==> src/rtl/gcd_arbiter.sv <==
// gcd_arbiter: shares one GCD engine among NUM_REQ requesters.
// Requesters are served in round-robin order. Zero-operand jobs bypass the
// engine. A watchdog aborts engine jobs that never complete. Each result is
// returned on a valid/ready port, tagged with the requester index.
module gcd_arbiter #(
  parameter int  NUM_REQ        = 4,
  parameter int  DATA_WIDTH     = 8,
  parameter int  TIMEOUT_CYCLES = 1023,
  localparam int ID_WIDTH       = $clog2(NUM_REQ)
) (
  input  logic                          clk_i,
  input  logic                          nreset_i,
  input  logic [NUM_REQ-1:0]            req_valid_i,
  output logic [NUM_REQ-1:0]            req_ready_o,
  input  logic [NUM_REQ*DATA_WIDTH-1:0] req_operand_a_i,
  input  logic [NUM_REQ*DATA_WIDTH-1:0] req_operand_b_i,
  output logic                          rsp_valid_o,
  input  logic                          rsp_ready_i,
  output logic [ID_WIDTH-1:0]           rsp_id_o,
  output logic [DATA_WIDTH-1:0]         rsp_gcd_o,
  output logic                          rsp_err_o,
  output logic [DATA_WIDTH-1:0]         gcd_operand_a_o,
  output logic [DATA_WIDTH-1:0]         gcd_operand_b_o,
  output logic                          gcd_enable_o,
  input  logic                          gcd_done_i,
  input  logic [DATA_WIDTH-1:0]         gcd_result_i
);

  localparam int CNT_WIDTH = $clog2(TIMEOUT_CYCLES + 1);

  typedef enum logic [1:0] {
    S_IDLE = 2'd0,
    S_BUSY = 2'd1,
    S_RESP = 2'd2
  } state_t;

  state_t                r_state;
  logic [ID_WIDTH-1:0]   r_last;
  logic [ID_WIDTH-1:0]   r_id;
  logic [DATA_WIDTH-1:0] r_a;
  logic [DATA_WIDTH-1:0] r_b;
  logic [DATA_WIDTH-1:0] r_result;
  logic                  r_err;
  logic                  r_rsp_valid;
  logic                  r_enable;
  logic [CNT_WIDTH-1:0]  r_cnt;

  logic [ID_WIDTH-1:0]   w_cand;
  logic [ID_WIDTH-1:0]   w_gidx;
  logic                  w_hit;
  logic                  w_found;
  logic [NUM_REQ-1:0]    w_grant;
  logic                  w_accept;
  logic [DATA_WIDTH-1:0] w_a;
  logic [DATA_WIDTH-1:0] w_b;

  // Round-robin search: the first valid requester after the last one granted, with wrap-around
  always_comb begin
    w_found = 1'b0;
    w_gidx  = '0;
    w_cand  = '0;
    w_hit   = 1'b0;
    for (int off = 1; off <= NUM_REQ; off++) begin
      w_cand  = ID_WIDTH'((int'(r_last) + off) % NUM_REQ);
      w_hit   = !w_found && req_valid_i[w_cand];
      w_gidx  = w_hit ? w_cand : w_gidx;
      w_found = w_found | w_hit;
    end
  end

  // Grant only in IDLE and out of reset; the grant is one-hot or zero
  always_comb begin
    w_grant = '0;
    if (w_found && (r_state == S_IDLE) && nreset_i) begin
      w_grant[w_gidx] = 1'b1;
    end else begin
      w_grant = '0;
    end
  end

  assign w_accept = |w_grant;
  assign w_a      = req_operand_a_i[int'(w_gidx)*DATA_WIDTH +: DATA_WIDTH];
  assign w_b      = req_operand_b_i[int'(w_gidx)*DATA_WIDTH +: DATA_WIDTH];

  // Control FSM: accept a job, run the engine under the watchdog, then hold the response
  always_ff @(posedge clk_i) begin
    if (!nreset_i) begin
      r_state     <= S_IDLE;
      r_last      <= ID_WIDTH'(NUM_REQ - 1);
      r_id        <= '0;
      r_a         <= '0;
      r_b         <= '0;
      r_result    <= '0;
      r_err       <= 1'b0;
      r_rsp_valid <= 1'b0;
      r_enable    <= 1'b0;
      r_cnt       <= '0;
    end else begin
      case (r_state)
        S_IDLE: begin
          if (w_accept) begin
            r_a    <= w_a;
            r_b    <= w_b;
            r_id   <= w_gidx;
            r_last <= w_gidx;
            r_err  <= 1'b0;
            if ((w_a == '0) || (w_b == '0)) begin
              // gcd(x,0)=x and gcd(0,0)=0 are both just the OR of the operands
              r_result    <= w_a | w_b;
              r_rsp_valid <= 1'b1;
              r_state     <= S_RESP;
            end else begin
              r_cnt    <= '0;
              r_enable <= 1'b1;
              r_state  <= S_BUSY;
            end
          end
        end
        S_BUSY: begin
          // A done in the final watchdog cycle still counts as success
          if (gcd_done_i) begin
            r_result    <= gcd_result_i;
            r_err       <= 1'b0;
            r_enable    <= 1'b0;
            r_rsp_valid <= 1'b1;
            r_state     <= S_RESP;
          end else if (r_cnt == CNT_WIDTH'(TIMEOUT_CYCLES - 1)) begin
            r_result    <= '0;
            r_err       <= 1'b1;
            r_enable    <= 1'b0;
            r_rsp_valid <= 1'b1;
            r_state     <= S_RESP;
          end else begin
            r_cnt <= r_cnt + CNT_WIDTH'(1);
          end
        end
        S_RESP: begin
          if (rsp_ready_i) begin
            r_rsp_valid <= 1'b0;
            r_state     <= S_IDLE;
          end
        end
        default: begin
          r_state     <= S_IDLE;
          r_enable    <= 1'b0;
          r_rsp_valid <= 1'b0;
        end
      endcase
    end
  end

  assign req_ready_o     = w_grant;
  assign rsp_valid_o     = r_rsp_valid;
  assign rsp_id_o        = r_id;
  assign rsp_gcd_o       = r_result;
  assign rsp_err_o       = r_err;
  assign gcd_operand_a_o = r_a;
  assign gcd_operand_b_o = r_b;
  assign gcd_enable_o    = r_enable;

endmodule

==> config.mk <==
export PLATFORM = sky130hd
export DESIGN_NAME = gcd_arbiter
export DESIGN_NICKNAME = d
export VERILOG_FILES = /design/src/rtl/gcd_arbiter.sv
export SDC_FILE = /design/constraint.sdc
export NUM_CORES = 1
export LEC_CHECK = 0
export ABC_AREA = 1
export ABC_CLOCK_PERIOD_IN_PS = 7500
export CORE_UTILIZATION = 49
export DETAILED_ROUTE_END_ITERATION = 7
export PLACE_DENSITY = 0.87
export SKIP_LAST_GASP = 1
export SYNTH_ARGS = -nofsm -noshare
export SYNTH_HDL_FRONTEND = slang
export SYNTH_SLANG_ARGS = --single-unit
==> constraint.sdc <==
create_clock -name clk_i -period 7.5 [get_ports clk_i]
set_input_delay 1.5 -clock clk_i [delete_from_list [all_inputs] [get_ports clk_i]]
set_output_delay 1.5 -clock clk_i [all_outputs]
set_load 0.03 [all_outputs]
# After elaboration in Yosys (flattened, before gate mapping)
# Cells that the tools add are included.
# word_totals
ff_bits,43
latch_bits,0
mem_bits_rw,0
rom_bits,0
output_inout_bits,33
memories,0
# classes
n_addsub,5
multipliers,0
div_mod_pow,0
magnitude_cmp,6
n_eq_ne,10
shifts,2
n_mux,45
bitwise_logic,5
reduce_logical,22
# ops
cell,count
indexed part select 32 x 6 -> 8 bit,2
2-to-1 mux 10 bit,4
2-to-1 mux 8 bit,4
case mux 10 bit (2 select lines),1
2-to-1 mux 2 bit,9
zero test 8 bit,2
2-to-1 mux 1 bit,16
case mux 8 bit (2 select lines),1
< comparator 2 x 3 -> 1 bit (second input constant),5
AND reduction 4 bit,3
adder 10 x 1 -> 10 bit (second input constant),1
equality test 10 bit (second input constant),1
!= test 2 bit (second input constant),5
binary-select mux 1 bit (select 2 bit),4
bitwise OR 8 bit,1
logical AND 1 bit,6
case mux 1 bit (3 select lines),2
case mux 2 bit (3 select lines),1
AND reduction 3 bit,2
AND reduction 5 bit,1
adder 2 x 1 -> 2 bit (second input constant),2
adder 2 bit (second input constant),2
2-to-1 mux 4 bit,1
OR reduction 4 bit,1
14 further kinds,18

# Depth between registers and ports, before layout
# Gate-level depths: netlist (run 1).
# depth
ltp_word,20
mapped_depth,25

# Least setup slack after synthesis (run 1)
# Ideal clock, no wire load.
# synth_path
path_type,input to output
start,input port req_valid_i[0]
end,output port req_ready_o[0]
arrival_ns,3.404
slack_ns,2.596
stages,12
path_buffers,4
path_cell_list,inv_1 nand2_1 nand2_1 nand2_1 o21ai_0 nand3_2 buf_6 buf_6 nand3_1 clkbuf_1 clkbuf_1 nor3_1
# synth_via
elab_chain_cells,16
word_cells_on_any_way,29
classes_between,order compare (2); mux (15); bitwise (3); reduce/logical (9)
# synth_lines
element,line,rtl
"start, declared",13,"input logic [NUM_REQ-1:0] req_valid_i,"
binary-select mux 1 bit (select 2 bit),65,w_hit = !w_found && req_valid_i[w_cand];
2-to-1 mux 1 bit (implied by the code),65,
zero test 1 bit,65,
logical AND 1 bit,65,
bitwise OR 1 bit,67,w_found = w_found | w_hit;
zero test 1 bit,65,
logical AND 1 bit,65,
bitwise OR 1 bit,67,
zero test 1 bit,65,
logical AND 1 bit,65,
2-to-1 mux 2 bit,66,w_gidx = w_hit ? w_cand : w_gidx;
< comparator 2 x 3 -> 1 bit (implied by the code) / >= comparator 2 x 1 -> 1 bit (equally long branches),75,w_grant[w_gidx] = 1'b1;
logical AND 1 bit (implied by the code),75,
2-to-1 mux 1 bit (implied by the code),75,
demux 1 bit (select 2 bit),75,
2-to-1 mux 4 bit (*),74,if (w_found && (r_state == S_IDLE) && nreset_i) begin
"end, declared",14,"output logic [NUM_REQ-1:0] req_ready_o,"
# Every way passes the cells marked *; elsewhere a longest branch is shown, timed or not. The select of a mux whose other input is x is not followed.

# Final worst setup path (run 1)
# layout_path
start,input port req_valid_i[1]
end,output port req_ready_o[3]
# The elaborated chain is that of the path after synthesis.

==> results of run 1 <==
-- final timing paths --
path                             from                       end  slack, ps  cells past startpoint
min          rsp_valid_o$_SDFFE_PN0P_  rsp_valid_o$_SDFFE_PN0P_        480                      2
min reg2reg  rsp_valid_o$_SDFFE_PN0P_  rsp_valid_o$_SDFFE_PN0P_        480                      2
max                    req_valid_i[1]            req_ready_o[3]       1660                     13
max reg2reg    r_last[0]$_SDFFE_PN1P_     r_cnt[1]$_SDFFE_PN0P_       3780                     22
-- power by group --
part           switching, W  total, W  internal, W  leakage (nW)
registers         0.0000680  0.000387     0.000319         0.354
logic               0.00123   0.00183     0.000606          1.55
clock network     0.0000868  0.000153    0.0000667        0.0408
total               0.00138   0.00237     0.000992          1.94
-- sequential cells by signal, indices dropped and copies added, names as in the netlist --
| register | flops |
|---|---|
| r_cnt | 10 |
| gcd_operand_a_o | 8 |
| gcd_operand_b_o | 8 |
| rsp_gcd_o | 8 |
| r_last | 2 |
| r_state | 2 |
| rsp_id_o | 2 |
| gcd_enable_o | 1 |
| rsp_err_o | 1 |
| rsp_valid_o | 1 |
-- cells in the mapped netlist --
library cell  count
nand2_1         204
nand3_1          54
a21oi_1          44
dfxtp_1          43
nor2_1           41
inv_1            32
o21ai_0          24
nand4_1          21
inv_2             9
clkbuf_1          8
buf_2             7
buf_6             7
buf_4             4
nand2_2           4
buf_1             2
ha_1              2
nand3_2           2
nor2_2            2
nor3_1            2
a21o_1            1
a21oi_2           1
buf_8             1
clkinv_1          1
nand2b_1          1
nand3_4           1
nand3b_1          1
nor3_2            1
o21ai_1           1
o21bai_1          1
or2_2             1
-- critical path, stage by stage --
cell             delay, ps
clkdlybuf4s50_1        430
inv_1                   70
nand2_1                 70
nand2_1                130
nand2_1                 50
o21ai_0                120
nand3_2                500
nand3_1                240
buf_4                  340
nor2_1                  90
inv_1                  150
nor2_1                  50
clkdlybuf4s50_1        590
-- kinds of logic after synthesis --
group / synth area share
and+or+nand+nor: 0.4717
AOI/OAI and AO/OA: 0.1212
buffers and inverters: 0.1163
DFF: 0.2827
adders and majority gates: 0.008216
-- cells in the final DEF (no fill, tap or decap), types with 2 or more instances in the layout --
cell type,count
nand2_1,204
clkdlybuf4s50_1,112
nand3_1,54
a21oi_1,44
dfxtp_1,43
nor2_1,41
inv_1,32
o21ai_0,24
nand4_1,21
inv_2,9
clkbuf_8,5
nand2_2,4
buf_4,4
nor2_2,2
nand3_2,2
nor3_1,2
ha_1,2
clkinvlp_4,2
-- final cells by class --
type,count,area (um2),share of cell area
multi-input cells,409,1831,0.4372
inverters,42,157.7,0.03766
flip-flops and latches,43,860.8,0.2056
well taps,75,93.84,0.02241
clock buffers,5,68.82,0.01644
repair buffers,116,1151,0.2750
clock inverters,3,23.77,0.005678
-- per-stage QoR --
stage	hold WS, ps	instance area [um2]	setup slack [ps]	total power [W]	utilization
floorplan	451.6	3045	2596	0.001833	-
global placement	463.5	4094	1788	0.002143	0.6874
detailed placement	464.8	4094	1679	0.002194	0.6874
CTS	484.5	4187	1676	0.002353	0.7029
global route	516.4	4187	1340	0.002609	0.7029
finish	480.6	4187	1661	0.002371	0.7029
-- layer usage --
layer  up-vias  routed length (um)  GRT usage
met5         -                   0          0
met2       126                4534     0.5134
met4         0                 188    0.07500
li1       1873                   -          -
met3        22                 531    0.05618
met1      1668                3817     0.3283
==> results.toml, run 1 <==
[global_routing]
grt_pass1_wl_um = 14390
vias_in_the_first_global_route = 3252
grtUsageTotal = 0.2802
maximum_number_of_pins_on_one_net_before_global_route_repair = 41
global_route.overflow_total = 0
number_of_antenna_violations_at_the_first_check_in_global_routing = 0

[floorplan]
dieHeight_um = 80.84
initial_core_util = 0.5113
core_um2 = 5956
dieWidth_um = 80.84
die_area_um2 = 6534
placementRows = 28
boundaryPins = 113

[power_and_ir_drop]
power.density_cell_area_nw_per_um2 = 566.4
static_power_due_to_leakage_nw = 1.943
ir_worst_vdd_v = 0.0003118

[timing]
period_minus_slack_ps = 5839
transition_at_the_pin_with_the_smallest_max_transition_slack_ps = 973.1
timing.fmax_ghz = 0.1713
timing.setup.tns_ps = 0
period_share = 0.7785
report.final.hold_viol_count = 0
final-setup-viol-count = 0
final-max-slew-violation-count = 0
max_slew_margin = 0.3489
timing.clock.skew_ps = 12.99
grt_setup_unrepaired = "false"

[synthesis]
synth.distinct_cells = 30
syn-cell-area_um2 = 3045
ys_seq_area_frac = 0.2827
post-synth-top-area-fraction = 0.2827
synth_area_leader_cell = "dfxtp_1"
ys_seq_elements = 43
synth.yosys.warnings = 0
synth_top_cells_by_area = "dfxtp_1 28%, nand2_1 25%, nand3_1 8.9%, a21oi_1 7.2%, nor2_1 5.1%"
syn-num-nets = 605
postSynthCellCount = 523
syn-mean-instance-area_um2 = 5.823

[outcome]
outcome = "finished, final reports clean"

[worst_setup_path]
startpoint_type = "input pin"
worst-endpoint-required_ps = 6000
critPathArrivalTime_ps = 4340
critPathCaptureType = "output pin"
worstPathMaxFanout = 40
setup.worst_path.class = "in2out"

[detailed_routing]
num_vias = 3689
wire_per_inst_um = 13.09
first_iter_violations = 239
route.detailed.vias_per_inst = 5.323
routed_antenna_nets = 0
drt_pass1_iterations = 4
drc = 0
route.final.wire_length_um = 9071

[cts]
number_of_instances_resized_during_post_cts_repair = 0
clk_pin_slew_worst_paths_ps = 80
cts.sink_count = 43
post-cts-setup-buffers = 0
clock_tree_root_driver_cell = "clkbuf_8"
cts.htree.levels = 2
cts-hold-fix-buffers = 0
clkLatencyLatePin_ps = 300
clockBufferDepth = 2
cts_made_buffers = 5
cts_tree = "yes"

[finish]
synthToLayoutAreaGrowth_pct = 37.47
final_layout_size_suffix_gt1_frac = 0.05340
nNetsFinal = 699
count_of_antenna_diodes_in_the_layout = 0
layoutNonFillerInstCount = 693
fill_cells = 529

[place]
numPlacedInstances = 685
post-dp-hpwl_um = 6906
place_congestion = 0.9059
numPortBuffers = 112

[hold_path]
holdCritPathClass = "reg2reg"

[run]
max_cap_viol_count = 0
No activity file was read; power rests on OpenSTA's default activity.
==> inputs of run 2 (changes only) <==
--- a/config.mk
+++ b/config.mk
@@ -6,10 +6,10 @@
 export NUM_CORES = 1
 export LEC_CHECK = 0
 export ABC_AREA = 1
-export ABC_CLOCK_PERIOD_IN_PS = 7500
-export CORE_UTILIZATION = 49
+export ABC_CLOCK_PERIOD_IN_PS = 4900
+export CORE_UTILIZATION = 41
 export DETAILED_ROUTE_END_ITERATION = 7
-export PLACE_DENSITY = 0.87
+export PLACE_DENSITY = 0.78
 export SKIP_LAST_GASP = 1
 export SYNTH_ARGS = -nofsm -noshare
 export SYNTH_HDL_FRONTEND = slang
==> constraint.sdc (replaced) <==
create_clock -name clk_i -period 4.9 [get_ports clk_i]
set_input_delay 0.98 -clock clk_i [delete_from_list [all_inputs] [get_ports clk_i]]
set_output_delay 0.98 -clock clk_i [all_outputs]
set_load 0.03 [all_outputs]
==> run 2 against run 1 <==
Against the previous run:
- worst hold slack worse by 19 ps
- clock power up 87%
- register-to-register slack got worse by 2300 ps
- sequential power rose by 51%
- via count decreased by 1.1%
- die area increased by 19%
- first-iteration DRC count down 29%
- critical path type unchanged
- critical endpoint is now req_ready_o[1]
- largest power group unchanged
==> results.toml, run 2 (same netlist as run 1, synthesis figures left out) <==
[outcome]
outcome = "finished, final reports clean"

[cts]
post-cts-setup-buffers = 0
clock_tree_root_driver_cell = "clkbuf_8"
clockBufferDepth = 2
number_of_instances_resized_during_post_cts_repair = 0
clk_pin_slew_worst_paths_ps = 70
cts_made_buffers = 5
cts.sink_count = 43
cts.htree.levels = 2
cts_tree = "yes"
cts-hold-fix-buffers = 0
clkLatencyLatePin_ps = 290

[worst_setup_path]
setup.worst_path.end = "req_ready_o[1]"
regToRegSetupSlack_ps = 1500
worst-r2r-cell-count = 23
setup.worst_path.class = "in2out"
critPathCaptureType = "output pin"
setup.worst_path.start = "req_valid_i[1]"
timing.rr.end = "r_cnt[7]$_SDFFE_PN0P_"
cp_common_cell = "nand2_1"
critPathTopFamily = "simple AND/OR/NAND/NOR gates"
cpPeakStageDelay_ps = 490
worstReg2RegStart = "r_last[0]$_SDFFE_PN1P_"
worst-endpoint-required_ps = 3920
worstSetupPathDepth = 12
crit_chain = "clkdlybuf4s50_1 -> inv_1 -> nand2_1 -> nand2_1 -> nand2_1 -> o21ai_0 -> nand3_2 -> buf_4 -> nand3_1 -> or2_2 -> nor2_1 -> buf_4"
critical_path.n_buffers_inverters = 4
worstPathMaxFanout = 28
critPathArrivalTime_ps = 3140
cpMaxStageDelayCell = "clkdlybuf4s50_1"
startpoint_type = "input pin"

[place]
post-dp-hpwl_um = 6859
place_congestion = 0.8920
detailed_place.area_um2 = 4144
numPlacedInstances = 713
numPortBuffers = 112

[timing]
timing.setup.tns_ps = 0
report.final.hold_viol_count = 0
timing.clock.skew_ps = 10.68
period_share = 0.8405
final-setup-viol-count = 0
timing.fmax_ghz = 0.2428
hold_ws_ps = 461.9
grt_setup_unrepaired = "false"
transition_at_the_pin_with_the_smallest_max_transition_slack_ps = 926.2
max_slew_margin = 0.3802
period_minus_slack_ps = 4118
final-max-slew-violation-count = 0

[detailed_routing]
wire_per_inst_um = 12.52
drt_pass1_iterations = 5
drc = 0
num_vias = 3650
route.detailed.vias_per_inst = 5.062
first_iter_violations = 170
route.final.wire_length_um = 9025
routed_antenna_nets = 0

[finish]
layoutNonFillerInstCount = 721
regMostFlops = "r_cnt"
layout_common_cells = "204 x nand2_1, 108 x clkdlybuf4s50_1, 54 x nand3_1"
stdcell_area_um2 = 4262
layout_commonest_cell = "nand2_1"
final_layout_size_suffix_gt1_frac = 0.06592
synthToLayoutAreaGrowth_pct = 39.93
largest_reg_flops = 10
count_of_antenna_diodes_in_the_layout = 0
nNetsFinal = 703

[run]
max_cap_viol_count = 0

[floorplan]
boundaryPins = 113
initial_core_util = 0.4221
dieHeight_um = 88.19
core_um2 = 7214
die_area_um2 = 7777
dieWidth_um = 88.19
placementRows = 31

[hold_path]
holdCritPathClass = "reg2reg"

[global_routing]
vias_in_the_first_global_route = 3125
grtUsageTotal = 0.2343
number_of_antenna_violations_at_the_first_check_in_global_routing = 0
grt_pass1_wl_um = 14370
global_route.overflow_total = 0
maximum_number_of_pins_on_one_net_before_global_route_repair = 39

[power_and_ir_drop]
static_power_due_to_leakage_nw = 1.989
power.density_cell_area_nw_per_um2 = 871.3
ir_worst_vdd_v = 0.0003477
==> run 2: cell count changes in the layout (fill, tap and decap cells not counted) <==
cell,before,now
clkinv_2,0,1
inv_6,1,0
clkinvlp_4,2,0
clkbuf_8,5,6
bufinv_16,0,1
clkdlybuf4s50_1,112,108
buf_4,4,12
==> run 2: layout make-up <==
type                    count  area, um2
clock buffers               6      82.58
clock inverters             2      35.03
repair buffers            120       1171
flip-flops and latches     43      860.8
inverters                  42      157.7
fillers                   698       2953
well taps                  99      123.9
multi-input cells         409       1831
==> run 2: metrics by stage <==
stage | worst slack, ps | power, W | utilization
2_1_floorplan | 1036 | 0.002806 | -
3_3_place_gp | 862.9 | 0.003362 | 0.5744
3_5_place_dp | 723.7 | 0.003416 | 0.5744
4_1_cts | 813.8 | 0.003714 | 0.5907
5_1_grt | 583.1 | 0.004122 | 0.5907
6_report | 781.5 | 0.003713 | 0.5907
==> run 2: worst min-delay path, stage by stage, from the launching register on <==
cell and delay (ps):
dfxtp_1 310, nand2_1 60, a21oi_1 50
==> run 2: layer usage <==
metal | GRT usage | part of all wire | vias to the layer above
met2 | 0.4175 | 0.48 | 119
met1 | 0.2975 | 0.44 | 1637
li1 | - | - | 1879
met3 | 0.03487 | 0.062 | 15
met5 | 0 | 0 | -
met4 | 0.05132 | 0.014 | 0
==> run 2: how the worst min path moves through the flow <==
| stage | from | to | cells past startpoint |
|---|---|---|---|
| 2_1_floorplan | r_cnt[7]$_SDFFE_PN0P_ | r_cnt[7]$_SDFFE_PN0P_ | 2 |
| 5_1_grt | rsp_id_o[1]$_SDFFE_PN0P_ | rsp_id_o[1]$_SDFFE_PN0P_ | 2 |
| 3_3_place_gp | gcd_enable_o$_SDFFE_PN0P_ | gcd_enable_o$_SDFFE_PN0P_ | 2 |
| 4_1_cts | gcd_enable_o$_SDFFE_PN0P_ | gcd_enable_o$_SDFFE_PN0P_ | 2 |
| 6_report | gcd_enable_o$_SDFFE_PN0P_ | gcd_enable_o$_SDFFE_PN0P_ | 2 |
| 3_5_place_dp | gcd_enable_o$_SDFFE_PN0P_ | gcd_enable_o$_SDFFE_PN0P_ | 2 |
==> run 2: power breakdown <==
| group | total (W) | internal, W | switching [W] | leakage [nW] |
|---|---|---|---|---|
| Clock | 0.000286 | 0.000165 | 0.000121 | 0.0612 |
| Combinational | 0.00284 | 0.000955 | 0.00189 | 1.57 |
| Sequential | 0.000585 | 0.000488 | 0.0000969 | 0.354 |
| Total | 0.00371 | 0.00161 | 0.00211 | 1.99 |
